`src/rtl/scan_capture_bcd.sv`:
```
// Rebuilds four parallel BCD digits from a time-multiplexed scan stream.
// A select must dwell before its digit is taken; outputs move only after repeated identical frames.
module scan_capture_bcd #(
  parameter int SETTLE_CYCLES = 4,
  parameter int STABLE_FRAMES = 2
) (
  input  logic       clk,
  input  logic       rst_n,
  input  logic       scan_en,
  input  logic [3:0] digito_in,
  input  logic [1:0] sel_in,
  output logic [3:0] digito0,
  output logic [3:0] digito1,
  output logic [3:0] digito2,
  output logic [3:0] digito3,
  output logic       valid,
  output logic       frame_done,
  output logic       bcd_err
);

  localparam logic [3:0] SETTLE = 4'(SETTLE_CYCLES);
  localparam logic [2:0] STABLE = 3'(STABLE_FRAMES);

  logic [1:0]      sel_prev_q, sel_prev_d;
  logic [3:0]      dwell_q, dwell_d;
  logic [3:0]      seen_q, seen_d;
  logic [3:0][3:0] shadow_q, shadow_d;
  logic [3:0][3:0] prev_q, prev_d;
  logic [2:0]      match_q, match_d;
  logic [3:0][3:0] dig_q, dig_d;
  logic            valid_q, valid_d;
  logic            done_q, done_d;
  logic            err_q, err_d;
  logic            sample;

  function automatic logic [3:0] sat_dwell(input logic [3:0] d);
    return (d >= SETTLE) ? SETTLE : d + 4'd1;
  endfunction

  function automatic logic [2:0] sat_match(input logic [2:0] m);
    return (m >= STABLE) ? STABLE : m + 3'd1;
  endfunction

  always_comb begin
    sel_prev_d = sel_prev_q;
    dwell_d    = dwell_q;
    seen_d     = seen_q;
    shadow_d   = shadow_q;
    prev_d     = prev_q;
    match_d    = match_q;
    dig_d      = dig_q;
    valid_d    = valid_q;
    done_d     = 1'b0;
    err_d      = 1'b0;
    sample     = 1'b0;

    if (scan_en) begin
      // A frame completed on the previous qualified edge is judged against the last frame here.
      if (seen_q == 4'hF) begin
        done_d = 1'b1;
        seen_d = 4'h0;
        prev_d = shadow_q;
        if ((shadow_q == prev_q) && (match_q != 3'd0)) match_d = sat_match(match_q);
        else                                            match_d = 3'd1;
        if (match_d == STABLE) begin
          dig_d   = shadow_q;
          valid_d = 1'b1;
        end
      end

      if (sel_in != sel_prev_q) begin
        sel_prev_d = sel_in;
        dwell_d    = 4'd1;
        sample     = (SETTLE == 4'd1);
      end else begin
        dwell_d = sat_dwell(dwell_q);
        sample  = (dwell_q != SETTLE) && (dwell_d == SETTLE);
      end

      // A non-BCD sample discards the partial frame and the match history.
      if (sample) begin
        if (digito_in > 4'd9) begin
          err_d   = 1'b1;
          seen_d  = 4'h0;
          match_d = 3'd0;
        end else begin
          shadow_d[sel_in] = digito_in;
          seen_d[sel_in]   = 1'b1;
        end
      end
    end
  end

  always_ff @(posedge clk or negedge rst_n) begin
    if (!rst_n) begin
      sel_prev_q <= '0;
      dwell_q    <= '0;
      seen_q     <= '0;
      shadow_q   <= '0;
      prev_q     <= '0;
      match_q    <= '0;
      dig_q      <= '0;
      valid_q    <= 1'b0;
      done_q     <= 1'b0;
      err_q      <= 1'b0;
    end else begin
      sel_prev_q <= sel_prev_d;
      dwell_q    <= dwell_d;
      seen_q     <= seen_d;
      shadow_q   <= shadow_d;
      prev_q     <= prev_d;
      match_q    <= match_d;
      dig_q      <= dig_d;
      valid_q    <= valid_d;
      done_q     <= done_d;
      err_q      <= err_d;
    end
  end

  assign digito0    = dig_q[0];
  assign digito1    = dig_q[1];
  assign digito2    = dig_q[2];
  assign digito3    = dig_q[3];
  assign valid      = valid_q;
  assign frame_done = done_q;
  assign bcd_err    = err_q;

endmodule

```
`config.mk`:
```
export PLATFORM = sky130hd
export DESIGN_NAME = scan_capture_bcd
export DESIGN_NICKNAME = d
export VERILOG_FILES = /design/src/rtl/scan_capture_bcd.sv
export SDC_FILE = /design/constraint.sdc
export NUM_CORES = 1
export LEC_CHECK = 0
export CAP_MARGIN = 0
export CORE_ASPECT_RATIO = 0.8
export CORE_MARGIN = 3
export CORE_UTILIZATION = 45
export DETAILED_ROUTE_END_ITERATION = 7
export PLACE_DENSITY_LB_ADDON = 0.08
export SLEW_MARGIN = 5
export SYNTH_ARGS = -nofsm -noshare
export SYNTH_HDL_FRONTEND = slang
export SYNTH_SLANG_ARGS = --single-unit
```
`constraint.sdc`:
```
create_clock -name clk -period 3.9 [get_ports clk]
set_clock_uncertainty 0.05 [all_clocks]
set_input_delay 0.975 -clock clk [delete_from_list [all_inputs] [get_ports clk]]
set_output_delay 0.975 -clock clk [all_outputs]
set_load 0.01 [all_outputs]
```
Yosys cells after proc, flatten, opt, wreduce, memory -nomap -nowiden
Index checks and enable logic that the tools add are counted.
Storage, ports and cells
  bits in registers: 64
  output and inout bits: 19
Operators by class
  reductions and logical operators: 8
  equality and inequality tests: 6
  bitwise operators: 2
  add/sub/neg operators: 2
  muxes and demuxes: 25
  $lt $le $gt $ge: 5
Operators by type and width (number)
  4-bit two-way mux: 7
  3-bit two-way mux: 7
  16-bit bitwise mux: 1
  16-bit equality test: 1
  4-bit demux with 2-bit select: 1
  1-bit two-way mux: 8
  3-bit AND reduction: 2
  4-bit by 1-bit adder with 4-bit output (second input constant): 1
  4-bit by 3-bit equality test with 1-bit output (second input constant): 1
  4-bit equality test (second input constant): 1
  4-bit by 3-bit >= comparator with 1-bit output (second input constant): 1
  4-bit greater-than comparator (second input constant): 1
  4-bit by 3-bit != test with 1-bit output (second input constant): 1
  4-bit OR: 1
  2-bit AND reduction: 2
  3-bit by 1-bit adder with 3-bit output (second input constant): 1
  3-bit by 2-bit equality test with 1-bit output (second input constant): 1
  3-bit by 2-bit >= comparator with 1-bit output (second input constant): 1
  1-bit logical AND: 3
  2-bit by 3-bit < comparator with 1-bit output (second input constant): 1
  3-bit nonzero test: 1
  1-bit demux with 2-bit select: 1
  2-bit by 1-bit >= comparator with 1-bit output (second input constant): 1
  2-bit != test: 1
  1-bit NOT: 1

Logic depth before layout (Yosys ltp)
  depth after elaboration: 8
  gate-level depth with buffers: 8
  depth with buffers taken out: 7

Worst setup path before layout
OpenSTA, ideal clock, no wires.
  kind: input port to flip-flop
  start point: input port sel_in[1]
  end point: register shadow_q[4] in the netlist's numbering
  slack: 1221 ps
  setup time: 125 ps
  arrival: 2504 ps
  stages: 6
  buffers on the path: 1
  cells stage by stage: xor2_1 or3_1 nor4_1 and2_1 clkbuf_1 mux2_2
On the way
  longest elaborated chain between the ends: 5
RTL lines
  start: declaration: RTL line 11  | input logic [1:0] sel_in,
  2-bit by 3-bit < comparator with 1-bit output (implied by the code) or 2-bit by 1-bit >= comparator with 1-bit output (tied branches): RTL line 87  | shadow_d[sel_in] = digito_in;
  1-bit logical AND (implied by the code): RTL line 87
  4-bit two-way mux (implied by the code): RTL line 87
  4-bit demux with 2-bit select: RTL line 87
  16-bit bitwise mux: RTL line 87
  end signal: assignment: RTL line 110  | shadow_q <= shadow_d;
  end: declaration: RTL line 27  | logic [3:0][3:0] shadow_q, shadow_d;
Parallel ways exist; a longest one is shown, timed or not. The select of a mux whose other input is x is not followed.
A chain may end at the register's enable or synchronous reset.

Worst setup path after layout
  start point: input port sel_in[1]
  end point: register shadow_q[12] in the netlist's numbering
The elaborated chain is that of the path after synthesis.

==> results.md <==
- Status: finished clean
- Worst reg2reg path depth: 6
- Fin nets: 285
- Post-synthesis cell type count: 38
- Vias in the first global route: 1812
- Final Cycle Share: 76.3%
- Async S/R FF share, synth: 100%
- Sequential area share after synthesis: 56.9%
- Xor-xnor portion of the synthesized cell area: 5.60%
- DP HPWL: 3580 µm
- Gr usage total: 16.8%
- Largest net degree at the start of global routing: 65
- Mean Syn Cell Area: 12.2 µm²
- Max_slew headroom: 45.9%
- Iter 0 DRT Violations: 90
- GRT Residual Overflow: 0
- Sw Pwr: approximately 350 µW
- Via count: 1767
- Seq pwr share: a little over half
- Clk pwr share: 36.1%
- Antenna Nets Post-Route: 0
- Crit end category: flip-flop
- Synth warn: 0
- Post-synth EDFFs: 0
- Worst hold path type: flip-flop to flip-flop
- # fillers: 515
- Mean routed wirelength per cell: between 10 and 15 µm
- Setup TNS Final: 0 ns
- Syn_nets: 245
- CP startpoint kind: input port
- Layout area overhead: 19.8%
- Via density: between 4 and 5
- Power Internal: 989 µW
- Synth Instances: 231
- Complex-gate fraction of the synthesized area: 4.14%
- Req. time, crit path: between 4 and 5 ns
- Crit path DAT: 3.15 ns
- Clock latency at the later pin of the worst-skew pair: 0.34 ns
- Worst r2r dst: shadow_q[12]
- H-tree depth: 3
- Crit-path max FO: 5
- Clock sinks: 64
- Setup repair bufs after CTS: 0
- Synthesized flop and latch total: 64
- Pleak: 0.00176 µW
- Number of setup violations in the final report: 0
- Synthesized area: 2810 µm²
- Max-Cap Viols: 0
- Hold buffer count at cts: 0
- RSZ-0062 raised after global routing: false
- IO Pins: 28
- Post-synthesis mux area share: 15.2%
- Sw frac: around 26%
- Worst hold slack: 0.420 ns
- Die H: between 70 and 80 µm
- Top_reg_cell synth: dfrtp_1
- Max Freq: 336 MHz
- First-pass GRT wire length: 9280 µm
- Logic pwr share: about a tenth
- Die area: 7240 µm²
- Worst slew pin tran: roughly 0.8 ns
- DR pass1 iterations: 4
- Die W: 94.4 µm
- DRC: 0
- Final Max Slew Viols: 0
- I/O Buffers: 27
- Filler-free cell count of the finished design: 355
- Initial antenna violation count: 0
- Routed wire length: 5320 µm
- CTS tree: done
- Crit path time final: 2.98 ns
- FP Rows: 25
- Adder-cell share of the synthesized area: 2.22%
- Worst setup path category: input port to flip-flop
- Worst VDD drop: 0.000222 V
- Hold_sp: valid
- Post_cts resized: 0
- Reg clk slew, reported paths: ~0.070 ns
- R2R Setup Slk: roughly 1.6 ns
- Antenna fix cells: 0
- Final Hold Fails: 0
- Clk root buf: clkbuf_8
- Reg2reg start: dwell_q[0]
- Cell Pwr Density: 396 nW/µm²
- Main combinational cell family by area after synthesis: multiplexers
- Worst Setup SP: sel_in[1]
- Placeable core area: 5970 µm²
- Starting density of the core: between 40 and 50%
- Layout cell share with drive strength beyond 1: between 20% and 30%
- Clock buffer count from CTS: 9
- Hold Crit Depth: 1
- Hold path endpoint: valid
- Simple-Gate Fraction of Synth Area: 14.1%
- GP Congestion: between 0.7 and 0.8
- Max Root-Sink Buffers: 2
- Dpl cells: 341
- Pwr Total: ~1300 µW
-- power by group through the flow --
stage / sequential [µW] / combinational [µW] / clock, µW
after CTS: 726 / 131 / 501
final: 726 / 127 / 482
after global routing: 731 / 145 / 520
after floorplan: 729 / 84.3 / 0
after detailed placement: 739 / 131 / 0
after global placement: 739 / 129 / 0
-- area by class of cell --
type	instances	area [µm²]	share of cell area, %
Sequential cell	64	1600	47.5
Multi-Input combinational cell	155	1160	34.4
Clock buffer	10	138	4.08
Tap cell	81	101	3.01
Clock inverter	4	22.5	0.668
Timing Repair Buffer	35	325	9.65
Inverter	6	22.5	0.668
-- Yosys cell counts (2+ instances only) --
cell type	number	area, µm²
a21o_1	4	30.0
a22o_1	2	17.5
and2_1	2	12.5
clkbuf_1	4	15.0
dfrtp_1	64	1600
ha_1	5	62.6
inv_1	5	18.8
mux2_2	25	282
mux2_4	9	135
nand2_1	50	188
nand2b_1	2	12.5
nand3_1	2	10.0
nand4_1	2	12.5
nor2_1	4	15.0
nor2b_1	2	12.5
nor3_1	7	35.0
nor4_1	4	25.0
o21ai_0	2	10.0
xor2_1	17	149
-- through the flow --
stage / instance area [µm²] / util, % / worst slack, ns
after floorplan: 2810 / - / 1.22
after global placement: 3210 / 53.7 / 0.582
after detailed placement: 3210 / 53.7 / 0.575
after CTS: 3370 / 56.4 / 0.939
after global routing: 3370 / 56.4 / 0.827
final: 3370 / 56.4 / 0.925
-- sequential cells by signal, summed over array words and instances (netlist names), 2 cells and up --
| name | cells |
|---|---|
| digito0 | 4 |
| digito1 | 4 |
| digito2 | 4 |
| digito3 | 4 |
| dwell_q | 4 |
| match_q | 3 |
| prev_q | 16 |
| seen_q | 4 |
| sel_prev_q | 2 |
| shadow_q | 16 |
-- cell usage in the layout, fill, tap and decap left out, types with 2 or more instances in the layout --
cell	synthesis	final
o21ai_0	2	2
buf_4	0	8
nor2_1	4	4
and2_1	2	2
clkinv_2	0	3
clkdlybuf4s50_1	0	26
mux2_4	9	9
clkbuf_8	0	10
nand3_1	2	2
nor3_1	7	7
xor2_1	17	17
nor4_1	4	4
a21o_1	4	4
ha_1	5	5
nand2_1	50	50
dfrtp_1	64	64
inv_1	5	5
nor2b_1	2	2
nand4_1	2	2
nand2b_1	2	2
a22o_1	2	2
mux2_2	25	25
-- cells by family after synthesis --
logic type	count (synthesis)
flip-flops	64
buffers and inverters	12
AND/OR/NAND/NOR	84
adder cells (fa/ha/maj)	5
AO/OA/AOI/OAI	13
XOR/XNOR	18
multiplexers	35
-- per-layer routing --
metal	part of all wire [%]	global-route usage [%]
met1	52	24.3
met2	43	22.9
met3	4.3	5.29
met4	1.3	7.79
met5	0	0
-- worst max-delay path: stages --
cell,delay (ns)
clkdlybuf4s50_1,0.49
xor2_1,0.18
or3_1,0.44
nor3_1,0.64
mux2_2,0.41
-- worst max path at each step --
stage / to / slack (ns) / cells past startpoint
6_report: shadow_q[12] / 0.92 / 5
5_1_grt: shadow_q[15] / 0.83 / 5
4_1_cts: shadow_q[1] / 0.94 / 6
3_5_place_dp: shadow_q[7] / 0.58 / 6
3_3_place_gp: shadow_q[15] / 0.58 / 5
2_1_floorplan: shadow_q[4] / 1.22 / 6
Power figures use the tool's default switching activity.
